## src/rtl/imm_encoder_pkg.sv

```systemverilog
// Shared definitions for the ARM data-processing immediate encoder.
// Holds the word/field widths, the largest rotation index and the
// search FSM state encoding used by imm_encoder.
package imm_encoder_pkg;

    localparam int WIDTH    = 32;
    localparam int ROT_BITS = 4;
    localparam int IMM_BITS = 8;
    localparam int ROT_MAX  = (2 ** ROT_BITS) - 1;

    typedef enum logic [1:0] {
        IDLE   = 2'd0,
        SEARCH = 2'd1,
        DONE   = 2'd2
    } state_e;

endpackage

```

## src/rtl/imm_encoder_rotl_even.sv

```systemverilog
// Combinational even rotate-left: dout = din ROL (2*rot), amount taken
// modulo WIDTH. This undoes the extender's Imm8 ROR (2*Rot), so a
// candidate rotation is valid when the rotated word fits in the low byte.
// Ports:
//   din  - word to rotate
//   rot  - rotation index; the shift is twice this value
//   dout - rotated word
module rotl_even #(
    parameter int WIDTH    = 32,
    parameter int ROT_BITS = 4
) (
    input  logic [WIDTH-1:0]    din,
    input  logic [ROT_BITS-1:0] rot,
    output logic [WIDTH-1:0]    dout
);

    logic [31:0] shamt;

    always_comb begin
        shamt = (32'(rot) << 1) % 32'(WIDTH);
        // Shifting the doubled word left and keeping the upper half
        // wraps the bits that fall off the top back into the bottom.
        dout  = WIDTH'(({din, din} << shamt) >> WIDTH);
    end

endmodule

```

## src/rtl/imm_encoder.sv

```systemverilog
// Multi-cycle encoder for ARM data-processing immediates. A request
// latches a 32-bit constant, then one rotation per cycle is tried in
// ascending order; the first rotation that brings the constant into the
// low byte gives the canonical Imm12 = {Rot, Imm8}.
// Ports:
//   CLK       - rising-edge clock
//   RESET     - synchronous reset, active-high
//   Start     - request, accepted in IDLE or DONE only
//   Value     - constant to encode, sampled on the accepting edge
//   Busy      - high while searching
//   Done      - one-cycle pulse when Encodable/Imm12 carry a new result
//   Encodable - 1 when Value can be expressed as an immediate
//   Imm12     - {Rot, Imm8}, zero when not encodable; holds until next result
module imm_encoder
    import imm_encoder_pkg::*;
(
    input  logic                         CLK,
    input  logic                         RESET,
    input  logic                         Start,
    input  logic [WIDTH-1:0]             Value,
    output logic                         Busy,
    output logic                         Done,
    output logic                         Encodable,
    output logic [ROT_BITS+IMM_BITS-1:0] Imm12
);

    localparam logic [ROT_BITS-1:0] ROT_LAST = ROT_BITS'(ROT_MAX);

    state_e                        state_q, state_d;
    logic [WIDTH-1:0]              value_q, value_d;
    logic [ROT_BITS-1:0]           rot_q, rot_d;
    logic                          busy_q, busy_d;
    logic                          done_q, done_d;
    logic                          enc_q, enc_d;
    logic [ROT_BITS+IMM_BITS-1:0]  imm_q, imm_d;

    logic [WIDTH-1:0]              cand;
    logic                          match;

    rotl_even #(
        .WIDTH    (WIDTH),
        .ROT_BITS (ROT_BITS)
    ) u_rotl (
        .din  (value_q),
        .rot  (rot_q),
        .dout (cand)
    );

    assign match = (cand[WIDTH-1:IMM_BITS] == '0);

    always_comb begin
        state_d = state_q;
        value_d = value_q;
        rot_d   = rot_q;
        done_d  = 1'b0;
        enc_d   = enc_q;
        imm_d   = imm_q;

        case (state_q)
            IDLE, DONE: begin
                if (Start) begin
                    value_d = Value;
                    rot_d   = '0;
                    state_d = SEARCH;
                end else begin
                    state_d = IDLE;
                end
            end
            SEARCH: begin
                if (match) begin
                    imm_d   = {rot_q, cand[IMM_BITS-1:0]};
                    enc_d   = 1'b1;
                    done_d  = 1'b1;
                    state_d = DONE;
                end else if (rot_q == ROT_LAST) begin
                    imm_d   = '0;
                    enc_d   = 1'b0;
                    done_d  = 1'b1;
                    state_d = DONE;
                end else begin
                    rot_d   = rot_q + ROT_BITS'(1);
                end
            end
            default: begin
                state_d = IDLE;
            end
        endcase

        // Outputs are registered, so they are derived from the next state.
        busy_d = (state_d == SEARCH);
    end

    always_ff @(posedge CLK) begin
        if (RESET) begin
            state_q <= IDLE;
            value_q <= '0;
            rot_q   <= '0;
            busy_q  <= 1'b0;
            done_q  <= 1'b0;
            enc_q   <= 1'b0;
            imm_q   <= '0;
        end else begin
            state_q <= state_d;
            value_q <= value_d;
            rot_q   <= rot_d;
            busy_q  <= busy_d;
            done_q  <= done_d;
            enc_q   <= enc_d;
            imm_q   <= imm_d;
        end
    end

    assign Busy      = busy_q;
    assign Done      = done_q;
    assign Encodable = enc_q;
    assign Imm12     = imm_q;

endmodule

```

## config.mk

```make
export PLATFORM = sky130hd
export DESIGN_NAME = imm_encoder
export DESIGN_NICKNAME = d
export VERILOG_FILES = /design/src/rtl/imm_encoder_pkg.sv /design/src/rtl/imm_encoder_rotl_even.sv /design/src/rtl/imm_encoder.sv
export SDC_FILE = /design/constraint.sdc
export NUM_CORES = 1
export LEC_CHECK = 0
export BUFFER_PORTS_ARGS = -buffer_cell sky130_fd_sc_hd__buf_2
export CAP_MARGIN = 25
export CORE_MARGIN = 2
export CORE_UTILIZATION = 54
export CTS_BUF_LIST = sky130_fd_sc_hd__clkbuf_2
export CTS_CLUSTER_DIAMETER = 80
export DETAILED_ROUTE_END_ITERATION = 7
export PLACE_DENSITY_LB_ADDON = 0.3
export SYNTH_ARGS = -nofsm -noshare
export SYNTH_HDL_FRONTEND = slang
export SYNTH_SLANG_ARGS = --single-unit
```

## constraint.sdc

```tcl
create_clock -name CLK -period 2.8 [get_ports CLK]
set_clock_uncertainty 0.2 [all_clocks]
set_input_delay 0.14 -clock CLK [delete_from_list [all_inputs] [get_ports CLK]]
set_output_delay 0.14 -clock CLK [all_outputs]
set_load 0.01 [all_outputs]
```

### Word-level counts from Yosys, hierarchy flattened

Index checks and enable logic that the tools add are counted.

* register bits after elaboration: 53
* output and inout bits: 15

* add/subtract/negate cells: 1
* reductions and logical operators: 9
* multiplexer cells: 14
* equality and inequality tests: 7
* bitwise gates (word level): 1
* shift-type cells: 1

Operator list (count)
* 64-bit by 5-bit left shift with 64-bit output: 1
* 24-bit logical NOT: 1
* 12-bit two-way mux: 2
* 4-bit two-way mux: 3
* 4-bit case mux with 2 select lines: 1
* 2-bit != test, second input constant: 3
* 1-bit two-way mux: 5
* 4-bit by 1-bit adder with 4-bit output, second input constant: 1
* 2-bit by 1-bit equality test with 1-bit output, second input constant: 2
* 4-bit equality test, second input constant: 1
* 2-bit two-way mux: 2
* 2-bit case mux with 2 select lines: 1
* 2-bit AND reduction: 2
* 4-bit AND reduction: 1
* 2-bit nonzero test: 2
* 2-bit OR reduction: 2
* 2-bit equality test, second input constant: 1
* 2-bit logical NOT: 1
* 1-bit inverter: 1

### Depth between registers and ports, before layout

Gate-level depths: netlist of the first run.

* word-level depth: 5
* depth in mapped cells: 12
* mapped depth without buffers: 7

### Modules after synthesis

A second synthesis of the first run with hierarchy kept.

* cells, all modules: 305
* area total of the unflattened synthesis: 3538.4 um2

By module, submodules not included
* imm_encoder: sequential area each 1061.0 um2, cells each 225, area an instance 1938.1 um2, times used 1
* rotl_even: sequential area each 0.0 um2, cells each 80, area an instance 1600.3 um2, times used 1

### Least setup slack after synthesis of the first run

No wires, ideal clock.

* kind: flip-flop to flip-flop
* start point: register rot_q[2]
* end point: register imm_q[10], in the netlist Imm12[10]
* clock period less this slack: 2.764 ns
* required time: 2.468 ns
* slack: 0.036 ns
* stages on the path, launching flop included: 10
* data arrival time: 2.432 ns
* cell sequence: dfxtp_1 > buf_6 > mux4_2 > mux2_2 > nor2_1 > o2111ai_1 > a2111o_1 > clkbuf_1 > o211ai_1 > a21oi_1

* cells in the longest elaborated chain, start to end: 4

Ends and longest elaborated chain
* from (decl): RTL line imm_encoder.sv:31 `logic [ROT_BITS-1:0] rot_q, rot_d;`
* from (signal assigned): RTL line imm_encoder.sv:105 `rot_q <= rot_d;`
* 64-bit by 5-bit left shift with 64-bit output: RTL line imm_encoder_rotl_even.sv:23 `dout = WIDTH'(({din, din} << shamt) >> WIDTH);`
* 24-bit logical NOT: RTL line imm_encoder.sv:49 `assign match = (cand[WIDTH-1:IMM_BITS] == '0);`
* 2-bit nonzero test (no line)
* 2-bit AND reduction (no line)
* to (signal assigned): RTL line imm_encoder.sv:109 `imm_q <= imm_d;`
* to (decl): RTL line imm_encoder.sv:35 `logic [ROT_BITS+IMM_BITS-1:0] imm_q, imm_d;`

Several ways; a longest one is shown, not always the timed one.
A chain may end at the register's enable or synchronous reset.

### Worst setup path after layout of the first run

* start point: register rot_q[2]
* end point: register rot_q[1]

* cells in the longest elaborated chain, start to end: 4

Ends and longest elaborated chain (RTL line)
* 64-bit by 5-bit left shift with 64-bit output: imm_encoder_rotl_even.sv:23
* 24-bit logical NOT: imm_encoder.sv:49
* 2-bit != test (no line)
* 4-bit AND reduction (no line) *

Mark *: on every way between the ends. The rest lies on a longest branch, timed or not.

==> results.txt, run 1 <==
* Setup slack on the worst flop-to-flop path: -0.28 ns
- Number of maximum-capacitance violations: 0
- Yosys mapped a number of flops with a built-in enable equal to 0.
- Cell count after synthesis: 413
* Post-synthesis instance area: 0.003478 mm²
- At the end of the flow, the number of nets in the layout was 594.
- Mean number of vias per cell: 6.822
* Vias in the first global route: 4026
- The final count of pins violating max slew was 0.
- The worst pin sits at a relative slew slack of 0.6111.
- In the post-synthesis netlist, the cell with the most instances is nand2_1.
- Average routed wire per standard cell: 22.55 µm
- Setup crit start kind: flop
- The number of cells on the worst reg-to-reg path is 9.
- The number of nets handed over by synthesis was 449.
* Post-synth top area share: 0.3050
* Fin util: 0.8431
- Total inserted antenna cells: 0
* Num rows: 29
- Yosys cell types: 46
- Startpoint of the most critical register-to-register path: rot_q[2]
- The worst-case IR drop observed on VDD is 0.3272 mV.
* GRT Total Usage: 0.3529
- By area the synthesized netlist is led by dfxtp_1, mux4_2, a21oi_1.
- Unrepaired setup endpoints after global routing: true
* Critical path data arrival time: 3.35 ns
* Hold EP: value_q[2]
- Entering global routing, the biggest net connects 38 pins.
- The first detailed-routing pass ran for 7 iterations.
* Layout Cell Area excl Fill: 0.005293 mm²
- The share of the Yosys chip area taken by registers is 0.3050.
- The worst setup path is of the flop to flop kind.
- Die height: 84.26 µm
* Die boundary width: 84.26 µm
- Hold is met by 0.06368 ns.
- Of all cell types, the one taking the most synthesized area is dfxtp_1.
- The first global-routing pass estimated 20.20 mm of wire.
* Result of the run: complete, but fails checks
- The die covers 0.007100 mm².
- For this run, asynchronously set or reset flops after synthesis account for 0.
- Insertion delay to the later sink of the worst-skew pair: 0.50 ns
* Maximum clock insertion buffer count: 2
- In this run the worst path has a maximum fanout of 5.
* Post-Layout Cell Count: 636
- Worst reg2reg endpoint: rot_q[1]
- Starting utilization of the core area: 0.5541
* Number of register bits inferred by synthesis: 53
* Root Buffer: clkbuf_2
- Summed over all layers, the routed wires come to 14.34 mm.
- Number of I/O port buffers: 49
- The core region is 0.006277 mm².
- Final Hold Fails: 0
* Io pins: 50
- TritonCTS clock tree: done
- Average footprint of a synthesized cell: 8.422 µm²
* DRC Markers: 0
- Detailed-placement wirelength estimate: 7.469 mm
- Synthesis-to-finish area growth: 52.16%
- Critical path required time: 3.06 ns
- Clock-pin slew was measured on the worst setup and hold paths at 0.35 ns.
* Final period utilization: 1.101
- Clock tree synthesis found a total of 53 sinks.
- Most used flip-flop cell after synthesis: dfxtp_1
* Top cells by count, synth: nand2_1, a21oi_1, dfxtp_1
- DP Area: 0.004155 mm²
* Initial antenna violation count: 0
* Placer congestion estimate: 0.9598
- The total overflow left after global routing is 0.
- Min-delay src: Start
- Timing would allow up to 0.3245 GHz.
* Pin slew with the least headroom to its limit: 0.5806 ns
- Summed over all cells, the static leakage comes to 2.033 nW.
- Share of cells above drive strength 1: 0.4168
* TritonCTS buffer count: 5
- The final route contains 4339 vias.
- For this run, the number of Yosys warnings is 0.
- Hold crit path type: input pin to flop
- Across all setup checks in the final design, the least slack found is -0.2821 ns.
- The worst setup path is captured at a flop.
- Total of endpoints with negative setup slack in the final report: 21
- Cell Pwr Density: 364.2 mW/mm²
* Instance count along the most critical hold path: 5
* Detail Route Antenna Nets: 0
* Failing checks: negative setup slack
- Total power after layout: 0.001927 W
- The first routing iteration left 561 violations.
- Number of H-tree levels: 2
* Total placed cells including tap cells: 567
* Min Clock Period, post-route: 3.082 ns
[logic make-up (layout without fill, tap and decap cells)]
logic type	count (synthesis)	after routing	share of synthesized area
compound gates	121	121	0.2266
fa+ha+maj	1	1	0.003597
buf+inv	43	189	0.06331
flops	53	53	0.3050
mux	48	48	0.2094
simple gates	147	147	0.1921
[report_power, final]
part	switching, W	internal [W]	total (W)
Sequential	0.0000543	0.000792	0.000847
Clock	0.000293	0.0000677	0.000361
Combinational	0.000376	0.000345	0.000720
Total	0.000723	0.00120	0.00193
[state kept, by name (all words and copies together), names as in the netlist]
| register | count |
|---|---|
| value_q | 32 |
| Imm12 | 12 |
| Done | 1 |
| Busy | 1 |
| rot_q | 4 |
| Encodable | 1 |
| state_q | 2 |
[per-layer routing]
metal | vias to the layer above | global-route usage | routed length (µm)
met3 | 152 | 0.07178 | 1457
met5 | - | 0 | 0
met1 | 1959 | 0.4307 | 5150
met2 | 395 | 0.5887 | 6554
met4 | 0 | 0.1833 | 1180
li1 | 1833 | - | -
[through the flow]
step | worst slack [ns] | TNS (ns)
global route | -0.3564 | -5.596
CTS | -0.09209 | -0.9155
global placement | -0.2660 | -4.227
finish | -0.2821 | -4.601
floorplan | 0.03616 | 0
detailed placement | -0.3667 | -6.333
[how the worst max path moves through the flow]
| stage | startpoint | endpoint | slack [ns] | depth (start not counted) |
|---|---|---|---|---|
| 2_1_floorplan | rot_q[2] | Imm12[10] | 0.04 | 9 |
| 3_3_place_gp | rot_q[1] | rot_q[1] | -0.27 | 9 |
| 3_5_place_dp | rot_q[1] | Imm12[1] | -0.37 | 9 |
| 4_1_cts | rot_q[2] | rot_q[3] | -0.09 | 9 |
| 5_1_grt | rot_q[2] | Imm12[0] | -0.36 | 10 |
| 6_report | rot_q[2] | rot_q[1] | -0.28 | 9 |
[layout by cell type (no fill, tap or decap), types with 2 or more instances in the layout]
master         netlist  layout
nor3b_1              5       4
nor2_4               0       2
mux4_2              18      18
a2111oi_2            2       2
nor2b_1              6       4
o2111ai_1            7       2
nor3_2               0       3
a211oi_1             5       4
nand3_2              0       4
a21oi_1             62      57
nand2_1             76      75
or4_1                2       2
buf_12               0       6
buf_4                6      71
nand2b_1             4       3
a21oi_2              0       4
mux2_2              18      10
dlygate4sd3_1        0      41
nor2_1              19      17
nor3_1              16      12
clkinvlp_4           0       2
buf_8                0       2
inv_1                2       2
a2111oi_4            0       5
nor4_2               1       2
o21ai_0              6       3
buf_2                5      50
mux2_4               0       8
o211ai_1            19      19
a211o_1              3       3
o21ai_2              0       3
buf_6                4       7
o2111ai_2            0       4
or3_1                2       2
clkbuf_2             0       5
or2_2                2       2
mux2i_1             12      11
dfxtp_1             53      50
nand3_1             10       5
dfxtp_4              0       2
[what timing repair did]
item,CTS,global route
endpoints found under the setup margin,21,21
setup buffers,11,4
hold buffers,41,0
pin swaps,25,19
gates cloned,4,2
gates resized for setup,56,48
endpoints found under the hold margin,51,0
[final cells by class]
| cell class | count | area [µm²] |
|---|---|---|
| Clock inverter | 3 | 26.28 |
| Tap cell | 77 | 96.34 |
| Fill cell | 331 | 984.7 |
| Clock buffer | 5 | 25.02 |
| Multi-Input combinational cell | 317 | 2587 |
| Timing Repair Buffer | 179 | 1480 |
| Sequential cell | 53 | 1070 |
| Inverter | 2 | 7.507 |
[critical path, cell delays in order, from the launching register on]
cell and delay [ns]:
dfxtp_4 0.45, buf_12 0.13, mux4_2 0.54, mux2_2 0.34, nor2_4 0.17, o2111ai_4 0.17, a2111oi_4 0.49, buf_6 0.20
o211ai_1 0.14, a21oi_4 0.21
No activity file was read; power rests on OpenSTA's default activity.
==> run 2: changes to the inputs <==
--- a/config.mk
+++ b/config.mk
@@ -5,10 +5,12 @@
 export SDC_FILE = /design/constraint.sdc
 export NUM_CORES = 1
 export LEC_CHECK = 0
-export BUFFER_PORTS_ARGS = -buffer_cell sky130_fd_sc_hd__buf_2
+export BUFFER_PORTS_ARGS = -buffer_cell sky130_fd_sc_hd__buf_4
 export CAP_MARGIN = 25
+export CELL_PAD_IN_SITES_DETAIL_PLACEMENT = 1
+export CELL_PAD_IN_SITES_GLOBAL_PLACEMENT = 1
 export CORE_MARGIN = 2
-export CORE_UTILIZATION = 54
+export CORE_UTILIZATION = 40
 export CTS_BUF_LIST = sky130_fd_sc_hd__clkbuf_2
 export CTS_CLUSTER_DIAMETER = 80
 export DETAILED_ROUTE_END_ITERATION = 7
==> results.txt, run 2 (synthesized netlist as in run 1, its figures left out) <==
- The number of clock sinks came to 53 (unchanged).
- The power density over the cells is 373.7 mW/mm² (+2.6%).
- Insertion delay to the later sink of the worst-skew pair: 0.51 ns (about the same)
- Fmax: 0.3145 GHz (-3.1%)
* Max transition margin: 0.5639 (-0.04720)
* DP Area: 0.004462 mm² (+7.4%)
* Final Hold Fails: 0 (unchanged)
- Worst setup path category: flop to flop
- Commonest non-fill, non-tap cell in the layout: buf_4
- The setup violation total in the final timing report came to 21 (unchanged).
- Max-slew violation count: 0 (unchanged)
- Clock-pin slew of the registers on the worst-case setup and hold paths: 0.31 ns (-0.04 ns)
* Critical path data arrival time: 3.45 ns (+0.10 ns)
- Number of inserted filler cells in the final layout: 966 (+190%)
* Hold_ws: 0.3078 ns (+0.2441 ns)
* IR drop worst, VDD: 0.2057 mV (-37%)
- value_q holds more flip-flops than any other register.
* Unrepaired setup endpoints after global routing: true
* Startpoint of the most critical register-to-register path: value_q[14]
- The sum of negative setup slack was -5.551 ns (-0.9500 ns).
* Failing checks: negative setup slack
* GRT Total Usage: 0.3539 (+0.001019)
- The internal reg-to-reg setup slack came to -0.38 ns (-0.10 ns).
* Mean number of vias per cell: 6.448 (-5.5%)
- Placer congestion estimate: 1.018 (+6.1%)
* Average routed wire per standard cell: 26.97 µm (+20%)
- Worst Reg2Reg Path Length in Cells: 9 (unchanged)
* Hold EP: Encodable
* Largest delay contributor family on the critical path: compound AO/OA/AOI/OAI gates
* Sum of overflow across all layers after global routing: 0 (unchanged)
- TritonCTS built the clock tree.
- The number of port buffers is 49 (unchanged).
- The endpoint required time on the critical path came to 3.07 ns (about the same).
- The HPWL after detailed placement came to 9.368 mm (+25%).
* Core Box Area: 0.008593 mm² (+37%)
- Number of detailed-routing iterations run before antenna repair: 5 (-2)
* Hold crit path type: flop to flop
- The vias after detailed routing was 4552 (+4.9%).
* Overall die area: 0.009458 mm² (+33%)
- Slowest stage cell on the critical path: dfxtp_1
- The count of nets left with antenna violations after detail routing came to 0 (unchanged).
- Post-Layout Cell Count: 706 (+11%)
- The leakage power figure was 2.274 nW (+12%).
* TritonCTS buffer count: 5 (unchanged)
* Number of H-tree levels: 2 (unchanged)
- Leaving out fill and tap cells, the most frequent cells in the layout are buf_4, nand2_1, dlygate4sd3_1.
* Synthesis-to-finish area growth: 62.84%
* Layout Cell Area excl Fill: 0.005664 mm² (+7.0%)
- STA classifies the critical path endpoint as a flop.
- The number of buffers and inverters on the critical path was 2 (unchanged).
- The standard-cell row count came to 34 (+17%).
- Number of maximum-capacitance violations: 0 (unchanged)
* CP cell instances: nor2_1 > mux4_2 > a211o_1 > a2bb2oi_2 > a2111oi_4 > buf_4 > buf_6 > or4b_4 > a21oi_2
- The flip-flop count of the largest register after layout is 32 (unchanged).
- Vias in the first global route: 4785 (+19%)
- The worst setup path is launched from a flop.
- Total length of routed wires: 19.04 mm (+33%)
* DRC Markers: 0 (unchanged)
- In this run the clock root is driven by a clkbuf_2.
* Largest net degree at the start of global routing: 55 (+45%)
- Largest stage delay on the critical path: 0.57 ns (+0.03 ns)
* Maximum clock insertion buffer count: 2 (unchanged)
- The number of cells traversed by the worst hold path was 2 (-3).
* Worst Path Max Fanout: 7 (+2)
* Share of cells above drive strength 1: 0.4154 (-0.001405)
- The transition time of the tightest slew-check pin came to 0.6541 ns (+0.07343 ns).
- Io pins: 50 (unchanged)
* Final period utilization: 1.136 (+0.03480)
* Result of the run: complete, but fails checks
- The initial core utilization was 0.4048 (-0.1493).
- The worst register-to-register path ends at rot_q[1].
- Total power after layout: 0.002116 W (+9.8%)
- Total placed cells including tap cells: 619 (+9.2%)
* Die boundary width: 97.25 µm (+15%)
- Die height: 97.25 µm (+15%)
- The total number of nets in the final design is 632 (+6.4%).
* Initial antenna violation count: 1 (+1)
- The global-route wire length before repair was 26.38 mm (+31%).
- Min-delay src: Encodable
- Minimum setup slack in the final design: -0.3796 ns (-0.09745 ns)
- Initial DRC count: 501 (-11%)
- The minimum clock period after layout was 3.180 ns (+0.09745 ns).
==> run 2: changes by cell type in the layout (fill, tap and decap cells not counted), sizes merged <==
cell,delta
bufbuf,-1
clkinv,+1
dlygate4sd3,+25
clkinvlp,-2
diode,+1
buf,+15
clkbuf,-1
bufinv,+1
==> run 2: area by class of cell <==
class                           instances  area, µm²  share of cell area
Inverter                                2      7.507            0.001325
Multi-Input combinational cell        317       2535              0.4475
Clock inverter                          3      43.79            0.007731
Sequential cell                        53       1074              0.1895
Timing Repair Buffer                  217       1842              0.3252
Tap cell                              108      135.1             0.02386
Clock buffer                            5      25.02            0.004418
Antenna cell                            1      2.502           0.0004418
==> run 2: timing repair <==
item,in CTS,in global routing
hold endpoints to repair,52,20
pin swaps,26,4
gates cloned,2,0
endpoints found under the setup margin,21,21
resized for setup,54,32
hold buffers,64,2
setup buffers,10,1
==> run 2: how the worst max path moves through the flow <==
stage	slack (ns)	to	startpoint	cells after the start
after floorplan	0.04	Imm12[10]	rot_q[2]	9
final	-0.38	rot_q[1]	value_q[14]	9
after global placement	-0.23	Imm12[9]	rot_q[2]	10
after CTS	-0.09	rot_q[0]	rot_q[2]	10
after detailed placement	-0.34	Imm12[11]	rot_q[2]	9
after global routing	-0.39	rot_q[3]	rot_q[2]	9
==> run 2: stage by stage <==
step,utilization,setup WS [ns]
after floorplan,-,0.03616
after global placement,0.5192,-0.2297
after detailed placement,0.5192,-0.3428
after CTS,0.6405,-0.08720
after global routing,0.6591,-0.3878
final,0.6591,-0.3796
==> run 2: routing by layer <==
layer | vias up | wire length (µm) | track usage
met1 | 2186 | 7037 | 0.4319
met5 | - | 0 | 0
met4 | 0 | 1360 | 0.1741
met3 | 128 | 1666 | 0.06043
li1 | 1899 | - | -
met2 | 339 | 8981 | 0.6042
==> run 2: power by group <==
part	switching, W	internal [W]	total (W)
Clock	0.000292	0.000153	0.000444
Sequential	0.0000635	0.000793	0.000856
Combinational	0.000422	0.000394	0.000816
Total	0.000777	0.00134	0.00212
==> run 2: worst reg2reg max path, stage by stage, from the launching register on <==
cell and delay, ns:
dfxtp_1 0.57, nor2_1 0.18, mux4_2 0.55, a211o_1 0.34, a2bb2oi_2 0.24, a2111oi_4 0.05, buf_4 0.18, buf_6 0.14
or4b_4 0.52, a21oi_2 0.18
==> run 3: changes to the inputs <==
--- a/config.mk
+++ b/config.mk
@@ -10,8 +10,7 @@
 export CELL_PAD_IN_SITES_DETAIL_PLACEMENT = 1
 export CELL_PAD_IN_SITES_GLOBAL_PLACEMENT = 1
 export CORE_MARGIN = 2
-export CORE_UTILIZATION = 40
-export CTS_BUF_LIST = sky130_fd_sc_hd__clkbuf_2
+export CORE_UTILIZATION = 39
 export CTS_CLUSTER_DIAMETER = 80
 export DETAILED_ROUTE_END_ITERATION = 7
 export PLACE_DENSITY_LB_ADDON = 0.3
==> results.txt, run 3 (synthesized netlist as in run 1, its figures left out) <==
* Result of the run: complete, but fails checks
- Failing checks: negative setup slack
- Sequential cell area: 0.001077 mm² (+0.35%)
- The global route total overflow was 0 (unchanged).
- Initial DRC count: 383 (-24%)
- Register with the most flip-flops: value_q
- Startpoint of the most critical register-to-register path: rot_q[1]
- The last weighted congestion value of the routability-driven placer was 0.9525 (-6.5%).
* Worst setup path startpoint: rot_q[1]
* Hold EP: Imm12[6]
- The worst max-slew margin expressed relative to the limit is 0.4914 (-0.07258).
- Detailed-placement wirelength estimate: 9.125 mm (-2.6%)
- The clock-pin slew reported for the worst setup and hold paths after clock tree synthesis was 0.11 ns (-0.20 ns).
- The critical path is of the flop to flop type.
* Max-slew violation count: 0 (unchanged)
- Worst Path Max Fanout: 13 (+6)
- Die boundary width: 98.44 µm (+1.2%)
* Critical path required time: 2.80 ns (-0.27 ns)
* GRT Total Usage: 0.2910 (-0.06290)
* Core Box Area: 0.008678 mm² (+0.99%)
- The number of cells traversed by the worst hold path came to 2 (unchanged).
- Wire length of the first global-routing pass: 22.43 mm (-15%)
- The post-placement worst setup slack was -0.2886 ns (+0.05425 ns).
- Min Clock Period, post-route: 3.006 ns (-0.1733 ns)
- Detail Route Antenna Nets: 0 (unchanged)
- Top library cells by usage in the layout, fill and taps aside: buf_4, nand2_1, a21oi_1
- Pin slew with the least headroom to its limit: 0.7595 ns (+0.1054 ns)
* Maximum clock insertion buffer count: 2 (unchanged)
- The worst voltage drop across the vdd grid came to 0.2563 mV (+25%).
- Vias in the first global route: 4217 (-12%)
* Worst Reg2Reg Path Length in Cells: 10 (+1)
* Critical path data arrival time: 3.01 ns (-0.44 ns)
* Total of endpoints with negative setup slack in the final report: 21 (unchanged)
- Overall die area: 0.009690 mm² (+2.5%)
- The TritonCTS buffer count is 5 (unchanged).
- The post-route core utilization is 0.5966 (-0.06255).
- From synthesis to final layout, the design area changed by 48.85%.
* Number of vias after detailed routing: 3991 (-12%)
* Number of I/O port buffers: 49 (unchanged)
- Initial antenna violation count: 0 (-1)
* Clock net sink count: 53 (unchanged)
- The worst hold path begins at RESET.
- Minimum setup slack in the final design: -0.2062 ns (+0.1733 ns)
* Worst reg2reg endpoint: Imm12[9]
- Share of cells above drive strength 1: 0.4091 (-0.006319)
* Kind of end point of the critical path: flop
- Cell Pwr Density: 388.8 mW/mm² (+4.0%)
- The largest net degree at the start of global routing came to 55 (unchanged).
- Average routed wire per standard cell: 22.52 µm (-17%)
- Number of maximum-capacitance violations: 0 (unchanged)
- The number of ports placed on the die boundary was 50 (unchanged).
* Num rows: 34 (unchanged)
* Total inserted antenna cells: 0 (-1)
* Final Hold Fails: 0 (unchanged)
- The number of H-tree branching levels is 2 (unchanged).
* TritonCTS clock tree: done
- Number of inserted filler cells in the final layout: 1012 (+4.8%)
* Setup slack on the worst flop-to-flop path: -0.21 ns (+0.17 ns)
- Number of flip-flops in the largest register: 32 (unchanged)
- Commonest non-fill, non-tap cell in the layout: buf_4
- Fin nets: 585 (-7.4%)
- Static power due to leakage: 1.998 nW (-12%)
* Fmax: 0.3326 GHz (+5.8%)
- Total length of routed wires: 14.82 mm (-22%)
- Starting utilization of the core area: 0.4008 (-0.003968)
- Insertion delay to the later sink of the worst-skew pair: 0.32 ns (-0.19 ns)
* Root Buffer: clkbuf_8
* Number of detailed-routing iterations run before antenna repair: 4 (-1)
* Hold crit path type: input pin to flop
* Mean number of vias per cell: 6.065 (-5.9%)
* Setup crit start kind: flop
- Final period utilization: 1.074 (-0.06191)
- Setup repair after global routing could not meet its margin everywhere.
- Multi-input combinational cell area: 0.002470 mm² (-2.6%)
- Die height: 98.44 µm (+1.2%)
- The number of remaining DRC errors was 0 (unchanged).
[run 3: per-stage QoR]
step / instances / cell area [µm²] / TNS, ns / hold WS, ns / total power [W]
after floorplan: 413 / 3478 / 0 / 0.07597 / 0.001139
final: 658 / 5177 / -3.365 / 0.1260 / 0.002013
after global placement: 607 / 4359 / -3.103 / 0.1851 / 0.001355
after CTS: 655 / 5051 / -0.1201 / 0.1201 / 0.001946
after global routing: 658 / 5177 / -5.250 / 0.1402 / 0.002088
after detailed placement: 607 / 4359 / -4.530 / 0.1980 / 0.001370
[run 3: worst max path at each step]
| stage | cells past startpoint | end | slack (ns) |
|---|---|---|---|
| 4_1_cts | 8 | rot_q[1] | -0.03 |
| 3_3_place_gp | 8 | rot_q[1] | -0.27 |
| 3_5_place_dp | 10 | Imm12[11] | -0.29 |
| 6_report | 10 | Imm12[9] | -0.21 |
| 2_1_floorplan | 9 | Imm12[10] | 0.04 |
| 5_1_grt | 10 | rot_q[0] | -0.28 |
[run 3: report_power, final]
group	total (W)	switching [W]	leakage, nW	internal [W]
Clock	0.000475	0.000295	0.0456	0.000180
Sequential	0.000849	0.0000602	0.437	0.000788
Combinational	0.000690	0.000350	1.52	0.000339
Total	0.00201	0.000706	2.00	0.00131
[run 3: layout make-up]
type | instances | area share
multi-input combinational | 317 | 0.4770
timing repair buffer | 170 | 0.2707
sequential | 53 | 0.2081
tap | 108 | 0.02610
clock buffer | 6 | 0.01402
clock inverter | 2 | 0.002658
inverter | 2 | 0.001450
[run 3: what timing repair did]
item	in CTS	in global routing
pin swaps	12	16
endpoints found under the setup margin	21	21
cloned	1	1
hold buffers	32	0
setup buffers	7	2
resized for setup	51	27
hold endpoints to repair	32	0
[run 3: routing by layer]
layer	GRT usage	part of all wire	routed length (µm)
met1	0.3689	0.40	5941
met2	0.4961	0.50	7397
met3	0.04752	0.060	887
met4	0.1159	0.040	594
met5	0	0	0
[run 3: worst max-delay path, stage by stage, from the launching register on]
cell	delay, ns
dfxtp_4	0.42
buf_6	0.19
buf_4	0.19
mux4_2	0.55
nor3_1	0.24
a2bb2oi_2	0.12
buf_4	0.14
a2111o_1	0.31
buf_4	0.20
o211ai_1	0.21
a21oi_2	0.09
